[config.mk]
export PLATFORM = sky130hd
export DESIGN_NAME = motor_drive_scheduler
export DESIGN_NICKNAME = d
export VERILOG_FILES = /design/src/rtl/motor_pkg.sv /design/src/rtl/motor_pwm_gen.sv /design/src/rtl/motor_drive_scheduler.sv
export SDC_FILE = /design/constraint.sdc
export NUM_CORES = 1
export LEC_CHECK = 0
export CORE_MARGIN = 2
export CORE_UTILIZATION = 34
export CTS_CLUSTER_SIZE = 24
export DETAILED_ROUTE_END_ITERATION = 10
export PLACE_DENSITY = 0.51
export SLEW_MARGIN = 20
export SYNTH_ARGS = -nofsm -noshare
export SYNTH_HDL_FRONTEND = slang
export SYNTH_SLANG_ARGS = --single-unit
[constraint.sdc]
create_clock -name clk_i -period 5.1 [get_ports clk_i]
set_clock_uncertainty 0.15 [all_clocks]
set_input_delay 1.02 -clock clk_i [delete_from_list [all_inputs] [get_ports clk_i]]
set_output_delay 1.02 -clock clk_i [all_outputs]
set_load 0.05 [all_outputs]
[src/rtl/motor_pkg.sv]
// Shared encodings for the motor drive scheduler: commands, FSM states,
// H-bridge leg bit positions and the command-to-leg mapping.
package motor_pkg;

    localparam logic [1:0] CMD_STOP  = 2'b00;
    localparam logic [1:0] CMD_FWD   = 2'b01;
    localparam logic [1:0] CMD_RIGHT = 2'b10;
    localparam logic [1:0] CMD_LEFT  = 2'b11;

    localparam logic [1:0] ST_STOP = 2'd0;
    localparam logic [1:0] ST_RAMP = 2'd1;
    localparam logic [1:0] ST_RUN  = 2'd2;
    localparam logic [1:0] ST_DEAD = 2'd3;

    localparam int LEG_A_D = 3;
    localparam int LEG_A_I = 2;
    localparam int LEG_B_D = 1;
    localparam int LEG_B_I = 0;

    // Only one leg per side is ever driven, so shoot-through is impossible by construction.
    function automatic logic [3:0] leg_map(input logic [1:0] cmd, input logic pwm);
        logic [3:0] legs;
        legs = 4'b0000;
        case (cmd)
            CMD_FWD: begin
                legs[LEG_A_D] = pwm;
                legs[LEG_B_D] = pwm;
            end
            CMD_RIGHT: begin
                legs[LEG_A_D] = pwm;
                legs[LEG_B_I] = pwm;
            end
            CMD_LEFT: begin
                legs[LEG_A_I] = pwm;
                legs[LEG_B_D] = pwm;
            end
            default: legs = 4'b0000;
        endcase
        return legs;
    endfunction

endpackage

[src/rtl/motor_pwm_gen.sv]
// Free-running 8-bit PWM counter; exposes the pwm level that will hold
// after the next edge so the caller can register it together with the FSM.
module motor_pwm_gen (
    input  logic       clk_i,
    input  logic       rst_ni,
    input  logic [7:0] duty_d_i,
    output logic       pwm_d_o
);

    logic [7:0] cnt_q;
    logic [7:0] cnt_d;

    assign cnt_d   = cnt_q + 8'd1;
    assign pwm_d_o = (cnt_d < duty_d_i);

    always_ff @(posedge clk_i or negedge rst_ni) begin
        if (!rst_ni) begin
            cnt_q <= 8'd0;
        end else begin
            cnt_q <= cnt_d;
        end
    end

endmodule

[src/rtl/motor_drive_scheduler.sv]
// H-bridge owner: arbitrates manual over navigation, inserts dead-time on
// command changes, ramps duty upward and drives the per-leg PWM.
module motor_drive_scheduler
    import motor_pkg::*;
#(
    parameter int DEAD_CYCLES = 16,
    parameter int RAMP_DIV    = 64,
    parameter int RAMP_STEP   = 4
) (
    input  logic       clk_i,
    input  logic       rst_ni,
    input  logic       ena_i,
    input  logic       nav_req_i,
    input  logic [1:0] nav_cmd_i,
    input  logic [7:0] nav_duty_i,
    input  logic       man_req_i,
    input  logic [1:0] man_cmd_i,
    input  logic [7:0] man_duty_i,
    output logic [1:0] grant_o,
    output logic [3:0] motors_o,
    output logic [1:0] active_cmd_o,
    output logic [7:0] duty_now_o,
    output logic       dead_o
);

    localparam logic [15:0] DIV_LAST  = 16'(RAMP_DIV - 1);
    localparam logic [7:0]  DEAD_INIT = 8'(DEAD_CYCLES);
    localparam logic [8:0]  STEP9     = 9'(RAMP_STEP);

    logic       man_win, nav_win;
    logic [1:0] tgt_cmd;
    logic [7:0] tgt_duty;

    logic [1:0]  state_q, state_d;
    logic [1:0]  cmd_q, cmd_d;
    logic [7:0]  duty_q, duty_d;
    logic [15:0] div_q, div_d;
    logic [7:0]  dead_cnt_q, dead_cnt_d;
    logic [1:0]  grant_q;
    logic [3:0]  motors_q, motors_d;
    logic        dead_q;
    logic [8:0]  ramped;
    logic        pwm_d;

    // A zero-duty request is indistinguishable from a stop request.
    always_comb begin
        man_win  = ena_i & man_req_i;
        nav_win  = ena_i & nav_req_i & ~man_win;
        tgt_cmd  = CMD_STOP;
        tgt_duty = 8'd0;
        if (man_win) begin
            tgt_cmd  = man_cmd_i;
            tgt_duty = man_duty_i;
        end else if (nav_win) begin
            tgt_cmd  = nav_cmd_i;
            tgt_duty = nav_duty_i;
        end
        if (tgt_duty == 8'd0) begin
            tgt_cmd = CMD_STOP;
        end
    end

    always_comb begin
        state_d    = state_q;
        cmd_d      = cmd_q;
        duty_d     = duty_q;
        div_d      = div_q;
        dead_cnt_d = dead_cnt_q;
        ramped     = {1'b0, duty_q} + STEP9;
        case (state_q)
            ST_STOP: begin
                if (tgt_cmd != CMD_STOP) begin
                    state_d = ST_RAMP;
                    cmd_d   = tgt_cmd;
                    div_d   = 16'd0;
                end
            end
            ST_RAMP: begin
                if (tgt_cmd != cmd_q) begin
                    state_d    = ST_DEAD;
                    cmd_d      = CMD_STOP;
                    duty_d     = 8'd0;
                    div_d      = 16'd0;
                    dead_cnt_d = DEAD_INIT;
                end else if (tgt_duty <= duty_q) begin
                    duty_d  = tgt_duty;
                    state_d = ST_RUN;
                end else if (div_q == DIV_LAST) begin
                    div_d = 16'd0;
                    if (ramped >= {1'b0, tgt_duty}) begin
                        duty_d  = tgt_duty;
                        state_d = ST_RUN;
                    end else begin
                        duty_d = ramped[7:0];
                    end
                end else begin
                    div_d = div_q + 16'd1;
                end
            end
            ST_RUN: begin
                if (tgt_cmd != cmd_q) begin
                    state_d    = ST_DEAD;
                    cmd_d      = CMD_STOP;
                    duty_d     = 8'd0;
                    div_d      = 16'd0;
                    dead_cnt_d = DEAD_INIT;
                end else if (tgt_duty > duty_q) begin
                    state_d = ST_RAMP;
                    div_d   = 16'd0;
                end else begin
                    duty_d = tgt_duty;
                end
            end
            ST_DEAD: begin
                dead_cnt_d = dead_cnt_q - 8'd1;
                if (dead_cnt_q <= 8'd1) begin
                    state_d    = ST_STOP;
                    dead_cnt_d = 8'd0;
                end
            end
            default: state_d = ST_STOP;
        endcase
    end

    motor_pwm_gen u_pwm (
        .clk_i    (clk_i),
        .rst_ni   (rst_ni),
        .duty_d_i (duty_d),
        .pwm_d_o  (pwm_d)
    );

    always_comb begin
        motors_d = 4'b0000;
        if ((state_d == ST_RAMP) || (state_d == ST_RUN)) begin
            motors_d = leg_map(cmd_d, pwm_d);
        end
    end

    always_ff @(posedge clk_i or negedge rst_ni) begin
        if (!rst_ni) begin
            state_q    <= ST_STOP;
            cmd_q      <= CMD_STOP;
            duty_q     <= 8'd0;
            div_q      <= 16'd0;
            dead_cnt_q <= 8'd0;
            grant_q    <= 2'b00;
            motors_q   <= 4'b0000;
            dead_q     <= 1'b0;
        end else begin
            state_q    <= state_d;
            cmd_q      <= cmd_d;
            duty_q     <= duty_d;
            div_q      <= div_d;
            dead_cnt_q <= dead_cnt_d;
            grant_q    <= {man_win, nav_win};
            motors_q   <= motors_d;
            dead_q     <= (state_d == ST_DEAD);
        end
    end

    assign grant_o      = grant_q;
    assign motors_o     = motors_q;
    assign active_cmd_o = cmd_q;
    assign duty_now_o   = duty_q;
    assign dead_o       = dead_q;

endmodule
======== After elaboration in Yosys (flattened, before gate mapping) ========
Index checks and enable logic that the tools add are counted.
cells by class
  reduce and logical (&&, ||, !) cells .... 11
  muxes and demuxes ....................... 39
  bitwise operators ....................... 4
  equal/unequal tests ..................... 15
  $lt $le $gt $ge ......................... 5
  $add $sub $neg .......................... 4
operators by type and width
  cell                                                                     count
  16-bit two-way mux                                                       6
  8-bit two-way mux                                                        10
  16-bit case mux with 3 select lines                                      1
  8-bit case mux with 2 select lines                                       2
  2-bit two-way mux                                                        13
  16-bit by 1-bit adder with 16-bit output (second input constant)         1
  16-bit by 6-bit equality test with 1-bit output (second input constant)  1
  2-bit equality test (second input constant)                              6
  8-bit by 3-bit adder with 9-bit output (second input constant)           1
  9-bit by 8-bit >= comparator with 1-bit output                           1
  8-bit by 1-bit adder with 8-bit output (second input constant)           1
  8-bit > comparator                                                       1
  8-bit by 1-bit <= comparator with 1-bit output (second input constant)   1
  8-bit <= comparator                                                      1
  8-bit zero test                                                          1
  8-bit < comparator                                                       1
  2-bit case mux with 4 select lines                                       1
  8-bit by 1-bit subtractor with 8-bit output (second input constant)      1
  2-bit by 1-bit equality test with 1-bit output (second input constant)   3
  3-bit inequality test (second input constant)                            2
  2-bit OR reduction                                                       3
  1-bit two-way mux                                                        4
  4-bit two-way mux                                                        1
  2-bit case mux with 2 select lines                                       1
  other kinds (11)                                                         14
word-level totals
  logic and storage cells ................. 87
  register bits ........................... 51
  output and inout bits ................... 17

======== Logic depth before layout (Yosys ltp) ========
Gate-level depths: netlist of run 1.
  depth after elaboration ................. 14
  depth in mapped cells ................... 21

======== Modules after synthesis ========
From an unflattened synthesis of run 1, not the netlist that was laid out.
second synthesis, totals
  cells, all modules ...................... 425
  area, all modules ....................... 3776.1 sq um
by module, submodules not included
  module                 cells an instance  instances  area each (sq um)  sequential area each (sq um)
  motor_drive_scheduler  379                1          3296.9             1076.0
  motor_pwm_gen          46                 1          479.2              200.2

======== Worst setup path after synthesis of run 1 ========
Ideal clock, no wire load.
  path kind ............................... input -> register
  start ................................... in man_req_i
  end ..................................... reg motors_q[2] (netlist: motors_o[2])
  setup slack ............................. -0.066 ns
  arrival time ............................ 4.895 ns
  library setup time ...................... 0.121 ns
  stages on the path ...................... 20
  data required time ...................... 4.829 ns
  cells stage by stage .................... buf_2 > and2_1 > buf_2 > a22o_1 > ha_1 > a211oi_1 > nor2_1 > nor4bb_1 > or2_2 > clkbuf_1 > clkbuf_1 > a21oi_1 > o221ai_1 > nand2_1 > a2bb2oi_1 > ha_1 > a21oi_1 > a2111o_1 > o21ai_1 > and4b_1
between the ends
  cells in the longest elaborated chain, start to end .. 14
RTL lines
  item                                                                                             RTL line                                       RTL
  from (decl)                                                                                      motor_drive_scheduler.sv:16                    input logic man_req_i,
  1-bit bitwise AND *                                                                              motor_drive_scheduler.sv:47                    man_win = ena_i & man_req_i;
  named net man_win                                                                                motor_drive_scheduler.sv:30                    logic man_win, nav_win;
  1-bit NOT                                                                                        motor_drive_scheduler.sv:48                    nav_win = ena_i & nav_req_i & ~man_win;
  1-bit bitwise AND                                                                                motor_drive_scheduler.sv:48
  8-bit two-way mux                                                                                motor_drive_scheduler.sv:54                    end else if (nav_win) begin
  8-bit two-way mux                                                                                motor_drive_scheduler.sv:51                    if (man_win) begin
  9-bit by 8-bit >= comparator with 1-bit output                                                   motor_drive_scheduler.sv:90                    if (ramped >= {1'b0, tgt_duty}) begin
  8-bit two-way mux / 2-bit two-way mux (equally long branches)                                    motor_drive_scheduler.sv:90
  8-bit two-way mux / 2-bit two-way mux (equally long branches)                                    motor_drive_scheduler.sv:88                    end else if (div_q == DIV_LAST) begin
  8-bit two-way mux / 2-bit two-way mux (equally long branches)                                    motor_drive_scheduler.sv:85                    end else if (tgt_duty <= duty_q) begin
  8-bit two-way mux / 2-bit two-way mux (equally long branches)                                    motor_drive_scheduler.sv:79                    if (tgt_cmd != cmd_q) begin
  8-bit case mux with 2 select lines / 2-bit case mux with 4 select lines (equally long branches)  motor_drive_scheduler.sv:70                    case (state_q)
  8-bit < comparator (tied with other cells)                                                       motor_pwm_gen.sv:14                            assign pwm_d_o = (cnt_d < duty_d_i);
  1-bit two-way mux / 1-bit logical OR (equally long branches)                                     motor_pkg.sv:24, motor_drive_scheduler.sv:134
  4-bit two-way mux *                                                                              motor_drive_scheduler.sv:134                   if ((state_d == ST_RAMP) || (state_d == ST_RUN)) begin
  named net motors_d[2]                                                                            motor_drive_scheduler.sv:40                    logic [3:0] motors_q, motors_d;
  to (signal assigned)                                                                             motor_drive_scheduler.sv:156                   motors_q <= motors_d;
  to (decl)                                                                                        motor_drive_scheduler.sv:40
The timed path passes the listed nets; every way through them passes the cells marked *.
A chain may end at the register's enable or synchronous reset.

======== Worst setup path after layout of run 1 ========
  start ................................... in ena_i
  end ..................................... reg motors_q[2] (netlist: motors_o[2])
between the ends
  cells in the longest elaborated chain, start to end .. 14
RTL lines
  item                                                                                             RTL line                                       RTL
  from (decl)                                                                                      motor_drive_scheduler.sv:12                    input logic ena_i,
  1-bit bitwise AND                                                                                motor_drive_scheduler.sv:47
  1-bit NOT                                                                                        motor_drive_scheduler.sv:48
  1-bit bitwise AND                                                                                motor_drive_scheduler.sv:48
  8-bit two-way mux                                                                                motor_drive_scheduler.sv:54
  8-bit two-way mux                                                                                motor_drive_scheduler.sv:51
  9-bit by 8-bit >= comparator with 1-bit output                                                   motor_drive_scheduler.sv:90
  8-bit two-way mux / 2-bit two-way mux (equally long branches)                                    motor_drive_scheduler.sv:90
  8-bit two-way mux / 2-bit two-way mux (equally long branches)                                    motor_drive_scheduler.sv:88
  8-bit two-way mux / 2-bit two-way mux (equally long branches)                                    motor_drive_scheduler.sv:85
  8-bit two-way mux / 2-bit two-way mux (equally long branches)                                    motor_drive_scheduler.sv:79
  8-bit case mux with 2 select lines / 2-bit case mux with 4 select lines (equally long branches)  motor_drive_scheduler.sv:70
  8-bit < comparator (tied with other cells)                                                       motor_pwm_gen.sv:14
  1-bit two-way mux / 1-bit logical OR (equally long branches)                                     motor_pkg.sv:24, motor_drive_scheduler.sv:134
  4-bit two-way mux *                                                                              motor_drive_scheduler.sv:134
  named net motors_d[2]                                                                            motor_drive_scheduler.sv:40
Marks and branches as above.

==> results.cfg, run 1 <==
[critical_path]
start_kind = primary input
rr_endpoint = motors_o[2]$_DFF_PN0_
rr_startpoint = duty_now_o[2]$_DFF_PN0_
cp.required_ps = 5140
criticalPathCategory = primary input to flop
cp-endpoint = motors_o[2]$_DFF_PN0_
path_max_fanout = 7
endpoint_kind = flop
reg2reg_slack_ps = 760
startpoint = ena_i
reg2reg_depth = 16
worstPathArrival_ps = 4950

[placement]
portBuffers = 41
dpl.hpwl_um = 8080
place_area_sq_um = 4770
routabilityCongestion = 0.847

[grt]
grt_max_degree = 52
grt_antenna_before_repair = 0
grtUsageMet3_pct = 2.68
grt_pass1_wl_um = 18500
grt_usage_pct = 18.2
use_met1_pct = 24.7
top_usage_layer = met2
grt_use_met2_pct = 30.6
gr-total-overflow = 0
grt_pass1_vias = 3719

[power_and_ir_drop]
p_leak_uw = 0.00225
irDropWorstVdd_mv = 0.251
power.density_nw_per_um2 = 510

[timing]
finalCritPeriodShare_pct = 96.2
fmax_mhz = 204
slew_headroom_pct = 53.3
worst_pin_slew_ps = 701
whs_ps = 318
hold_viol = 0
period_needed_ps = 4900
setup_violations = 0
maxSlewViolCount = 0

[final_layout]
drive_gt1_share_pct = 19.8
nNetsFinal = 591
area_growth_pct = 32.7
diodes = 0
final_cell_area_sq_um = 5170

[clock_tree]
htreeDepth = 2
cts_tree = built
clk_latency_ps = 300
clk_transition_reported_paths_ps = 80
cts_root_buf = clkbuf_16
clockBufferDepth = 2
cts_made_buffers = 5
cts_num_sinks = 51

[die]
die_h_um = 111
num_rows = 39
core_sq_um = 11300
die_area_sq_um = 12300
start_util_pct = 34.4
fp.dieW_um = 111
pin_count = 42

[yosys]
ys_types = 65
synth_flop_cell = dfrtp_1
syn_avg_cell_area_sq_um = 8.68
async_reset_ff_share_pct = 100
yosysWarnings = 0
netlist_area_sq_um = 3900
synth_fp_nets = 511
synth.yosys.seq_area_share_pct = 32.8
synth_enable_flop_cells = 0
syn_inst = 449
synth-seq-cells = 51

[route]
detail-route-antenna-nets = 0
via_per_inst = 5.38
first_iter_violations = 211
wl_per_cell_um = 16.5
first_pass_iters = 4
drc = 0
vias = 3620
finalWirelength_um = 11100

[status]
status = completed

[min_path]
hp-class = flop to flop

[run]
maxCapViolCount = 0
[what timing repair did]
action                                  CTS  global route
hold buffers                              0             0
resized for setup                         8            37
buffers inserted                          1             1
gates cloned                              0             1
endpoints found under the hold margin     0             0
pin swaps                                 2            11
endpoints found under the setup margin    4             4
[cells in the mapped netlist, types with 5 or more instances]
master / n / area, sq um
a2bb2oi_1: 5 / 43.8
nor3_1: 6 / 30.0
a21oi_1: 15 / 75.1
buf_2: 6 / 30.0
nand2_1: 40 / 150
and3_1: 16 / 100
o21ai_0: 39 / 195
o31ai_1: 10 / 75.1
xnor2_1: 7 / 61.3
ha_1: 37 / 463
clkbuf_1: 9 / 33.8
o221ai_1: 7 / 61.3
o22ai_1: 6 / 37.5
dfrtp_1: 51 / 1280
a22o_1: 6 / 52.6
nor2b_1: 8 / 50.1
nand3_1: 20 / 100
nor2_1: 31 / 116
o21ai_1: 9 / 45.0
inv_1: 29 / 109
nand2b_1: 11 / 68.8
[how the worst min path moves through the flow]
stage | end | slack [ps] | cells past startpoint | startpoint
finish | dead_cnt_q[7]$_DFFE_PN0P_ | 320 | 1 | dead_cnt_q[7]$_DFFE_PN0P_
global route | div_q[15]$_DFFE_PN0P_ | 360 | 1 | div_q[15]$_DFFE_PN0P_
CTS | u_pwm.cnt_q[0]$_DFF_PN0_ | 320 | 1 | u_pwm.cnt_q[0]$_DFF_PN0_
detailed placement | u_pwm.cnt_q[0]$_DFF_PN0_ | 310 | 1 | u_pwm.cnt_q[0]$_DFF_PN0_
global placement | u_pwm.cnt_q[0]$_DFF_PN0_ | 310 | 1 | u_pwm.cnt_q[0]$_DFF_PN0_
floorplan | u_pwm.cnt_q[0]$_DFF_PN0_ | 280 | 1 | u_pwm.cnt_q[0]$_DFF_PN0_
[metal layers]
layer	wire length, um	vias to the layer above	share of wire [%]
li1	-	1811	-
met1	5330	1740	48
met2	5300	59	48
met3	303	10	2.7
met4	138	0	1.2
met5	0	-	0
[kinds of logic (layout without fill, tap and decap cells)]
family,Yosys count,in the layout,share of synthesized area [%]
xor gates and xnor gates,10,10,2.25
and+or+nand+nor,163,163,21.8
AOI/OAI and AO/OA,139,139,25.9
DFF,51,51,32.8
buffers and inverters,48,129,5.11
muxes,1,1,0.353
adders and majority gates,37,37,11.9
[power by group]
part / internal [uW] / switching [uW] / leakage, uW
Clock: 285 / 173 / 0.0000959
Combinational: 677 / 965 / 0.00147
Sequential: 459 / 77.6 / 0.000683
Total: 1420 / 1220 / 0.00225
[through the flow]
| stage | total power, uW | TNS [ps] | util [%] | instances | setup slack (ps) |
|---|---|---|---|---|---|
| global placement | 1990 | -1350 | 42.1 | 662 | -356 |
| global route | 2840 | -19.0 | 45.7 | 673 | -15.1 |
| floorplan | 1470 | 0 | - | 449 | 9.70 |
| finish | 2640 | 0 | 45.7 | 673 | 196 |
| detailed placement | 2000 | -1890 | 42.1 | 662 | -497 |
| CTS | 2500 | 0 | 44.1 | 671 | 24.3 |
[critical path, stage by stage]
cell           delay (ps)
dlygate4sd2_1         290
nor2b_1               200
a31o_2                280
buf_4                 130
ha_1                  290
nor2b_2               170
o21ai_1                80
nor4bb_4              360
nor2_2                100
buf_4                 180
a21oi_2               130
o31ai_1                80
a221o_1               370
ha_1                  280
o21ai_0                80
nand2b_1               80
a21oi_1                70
a2111o_1              390
o21ai_2               170
and4b_1               210
[placed cells by master (no fill, tap or decap), types with 5 or more instances in the layout]
cell / Yosys / routed
a21oi_1: 15 / 13
and3_1: 16 / 15
buf_4: 1 / 47
clkbuf_16: 0 / 5
clkdlybuf4s50_1: 0 / 37
dfrtp_1: 51 / 51
ha_1: 37 / 35
inv_1: 29 / 28
nand2_1: 40 / 40
nand2b_1: 11 / 11
nand3_1: 20 / 19
nor2_1: 31 / 29
nor2b_1: 8 / 7
nor3_1: 6 / 6
o21ai_0: 39 / 31
o21ai_1: 9 / 15
o221ai_2: 0 / 5
o22ai_1: 6 / 6
o31ai_1: 10 / 9
xnor2_1: 7 / 7
[flip-flops by register name (all words and copies together), names as in the netlist]
register	count
duty_now_o	8
div_q	16
u_pwm.cnt_q	8
dead_o	1
motors_o	4
state_q	2
grant_o	2
dead_cnt_q	8
active_cmd_o	2
[cell type report]
type,instances,area [sq um]
Inverter,30,113
Fill cell,1110,6150
Multi-Input combinational cell,350,2610
Sequential cell,51,1280
Clock inverter,3,71.3
Timing Repair Buffer,91,801
Clock buffer,5,125
Tap cell,143,179
No activity file was read; power rests on OpenSTA's default activity.
==> run 2, diff against run 1 <==
--- a/config.mk
+++ b/config.mk
@@ -5,6 +5,7 @@
 export SDC_FILE = /design/constraint.sdc
 export NUM_CORES = 1
 export LEC_CHECK = 0
+export CORE_ASPECT_RATIO = 2
 export CORE_MARGIN = 2
 export CORE_UTILIZATION = 34
 export CTS_CLUSTER_SIZE = 24
==> results.cfg, run 2 (synthesis gave the netlist of run 1 again) <==
[timing]
fmax_mhz = 203
period_needed_ps = 4920
fin_ws_ps = 180
finalCritPeriodShare_pct = 96.5
tns_ps = 0
hold_viol = 0
worst_pin_slew_ps = 685
slew_headroom_pct = 54.4
maxSlewViolCount = 0
setup_violations = 0

[placement]
place_area_sq_um = 4800
dpl.hpwl_um = 9370
pre_cts_ws_ps = -466
portBuffers = 41
routabilityCongestion = 0.934

[route]
first_pass_iters = 4
drc = 0
vias = 3708
first_iter_violations = 148
detail-route-antenna-nets = 0
via_per_inst = 5.49
finalWirelength_um = 11900
wl_per_cell_um = 17.6

[critical_path]
endpoint_kind = flop
critPathBufInv = 3
criticalPathCategory = primary input to flop
reg2reg_depth = 16
path_common_cell = buf_4
cp.required_ps = 5130
critical_path.max_stage_delay_ps = 420
rr_endpoint = motors_o[2]$_DFF_PN0_
start_kind = primary input
path_max_fanout = 5
reg2reg_slack_ps = 810
worstPathArrival_ps = 4950
cp_slowest_cell = clkdlybuf4s50_1
cp_cell_sequence = clkdlybuf4s50_1 -> and3b_2 -> a22o_4 -> ha_4 -> a211oi_2 -> nor2_2 -> nor4bb_4 -> buf_4 -> or2_4 -> buf_4 -> a21oi_4 -> o221ai_2 -> nand2_1 -> a2bb2oi_1 -> ha_2 -> a21oi_1 -> a2111o_1 -> o21ai_2 -> and4b_1
rr_startpoint = duty_now_o[3]$_DFF_PN0_
critical_path.top_delay_family = compound AO/OA/AOI/OAI gates

[clock_tree]
cts_tree = built
clk_latency_ps = 300
clockBufferDepth = 2
htreeDepth = 2
clk_transition_reported_paths_ps = 70
cts_made_buffers = 5
cts_root_buf = clkbuf_16
cts_num_sinks = 51

[grt]
grt_max_degree = 52
grt_antenna_before_repair = 0
gr-total-overflow = 0
grt_usage_pct = 20.1
grt_pass1_wl_um = 19300
grt_pass1_vias = 3782

[power_and_ir_drop]
irDropWorstVdd_mv = 0.273
p_leak_uw = 0.00224
power.density_nw_per_um2 = 505
p_total_uw = 2590

[final_layout]
diodes = 0
nNetsFinal = 595
area_growth_pct = 31.8
drive_gt1_share_pct = 20.0
regMostFlops = div_q
final_cell_area_sq_um = 5140
fin_util_pct = 45.8
final_common_cell = buf_4
layout_common_cells = buf_4, dfrtp_1, nand2_1, clkdlybuf4s50_1, o21ai_0
largest_reg_flops = 16

[die]
num_rows = 55
core_sq_um = 11200
die_h_um = 155
die_area_sq_um = 12400
fp.dieW_um = 79.7
pin_count = 42
start_util_pct = 34.7

[min_path]
hp-class = flop to flop
hold_path_depth = 1
worstHoldEndpoint = div_q[15]$_DFFE_PN0P_
worstHoldStart = div_q[15]$_DFFE_PN0P_

[status]
status = completed

[run]
maxCapViolCount = 0
==> run 2: routing by layer <==
layer  GRT usage (%)  vias to the layer above  part of all wire, %
met3            2.09                       33                  1.9
li1                -                     1825                    -
met5               0                        -                    0
met1            20.8                     1787                   36
met4            10.8                        0                  5.6
met2            38.2                       63                   56
==> run 2: worst max path at each step <==
stage	startpoint	slack (ps)	depth (start not counted)	to
6_report	nav_req_i	180	19	motors_o[2]$_DFF_PN0_
5_1_grt	nav_req_i	-50	20	motors_o[2]$_DFF_PN0_
4_1_cts	nav_req_i	80	20	motors_o[2]$_DFF_PN0_
2_1_floorplan	man_req_i	10	20	motors_o[2]$_DFF_PN0_
3_5_place_dp	ena_i	-470	20	motors_o[2]$_DFF_PN0_
3_3_place_gp	ena_i	-430	20	motors_o[2]$_DFF_PN0_
==> run 2: cell type report <==
type                       instances  area [sq um]
tap                              142           178
multi-input combinational        350          2580
clock inverter                     2          38.8
clock buffer                       6           139
timing repair buffer              95           812
sequential                        51          1280
inverter                          30           113
fill                            1099          6080
==> run 2: worst reg2reg max path, cell delays in order (launching register included) <==
cell and delay (ps):
dfrtp_1 460, ha_1 250, nand3_1 100, xnor2_1 280, ha_1 310, and3_1 220, a221oi_2 250, o221ai_2 150
buf_6 160, o21ai_0 360, o221ai_2 170, a32oi_1 240, ha_1 160, nand4_1 200, a2111o_1 350, o21ai_2 160
and4b_1 200
==> run 2: power by group <==
| part | switching (uW) | internal (uW) | leakage, uW |
|---|---|---|---|
| registers | 79.3 | 459 | 0.000683 |
| logic | 962 | 694 | 0.00147 |
| clock network | 152 | 247 | 0.0000875 |
==> run 2: what timing repair did <==
action / in CTS / in global routing
pin swaps: 4 / 10
setup buffers: 0 / 1
endpoints found under the setup margin: 4 / 4
hold buffers: 0 / 0
resized for setup: 12 / 25
==> run 2: through the flow <==
stage / instances / hold slack (ps)
after floorplan: 449 / 280
after global routing: 676 / 352
after global placement: 667 / 316
after CTS: 675 / 339
after detailed placement: 667 / 324
final: 676 / 332
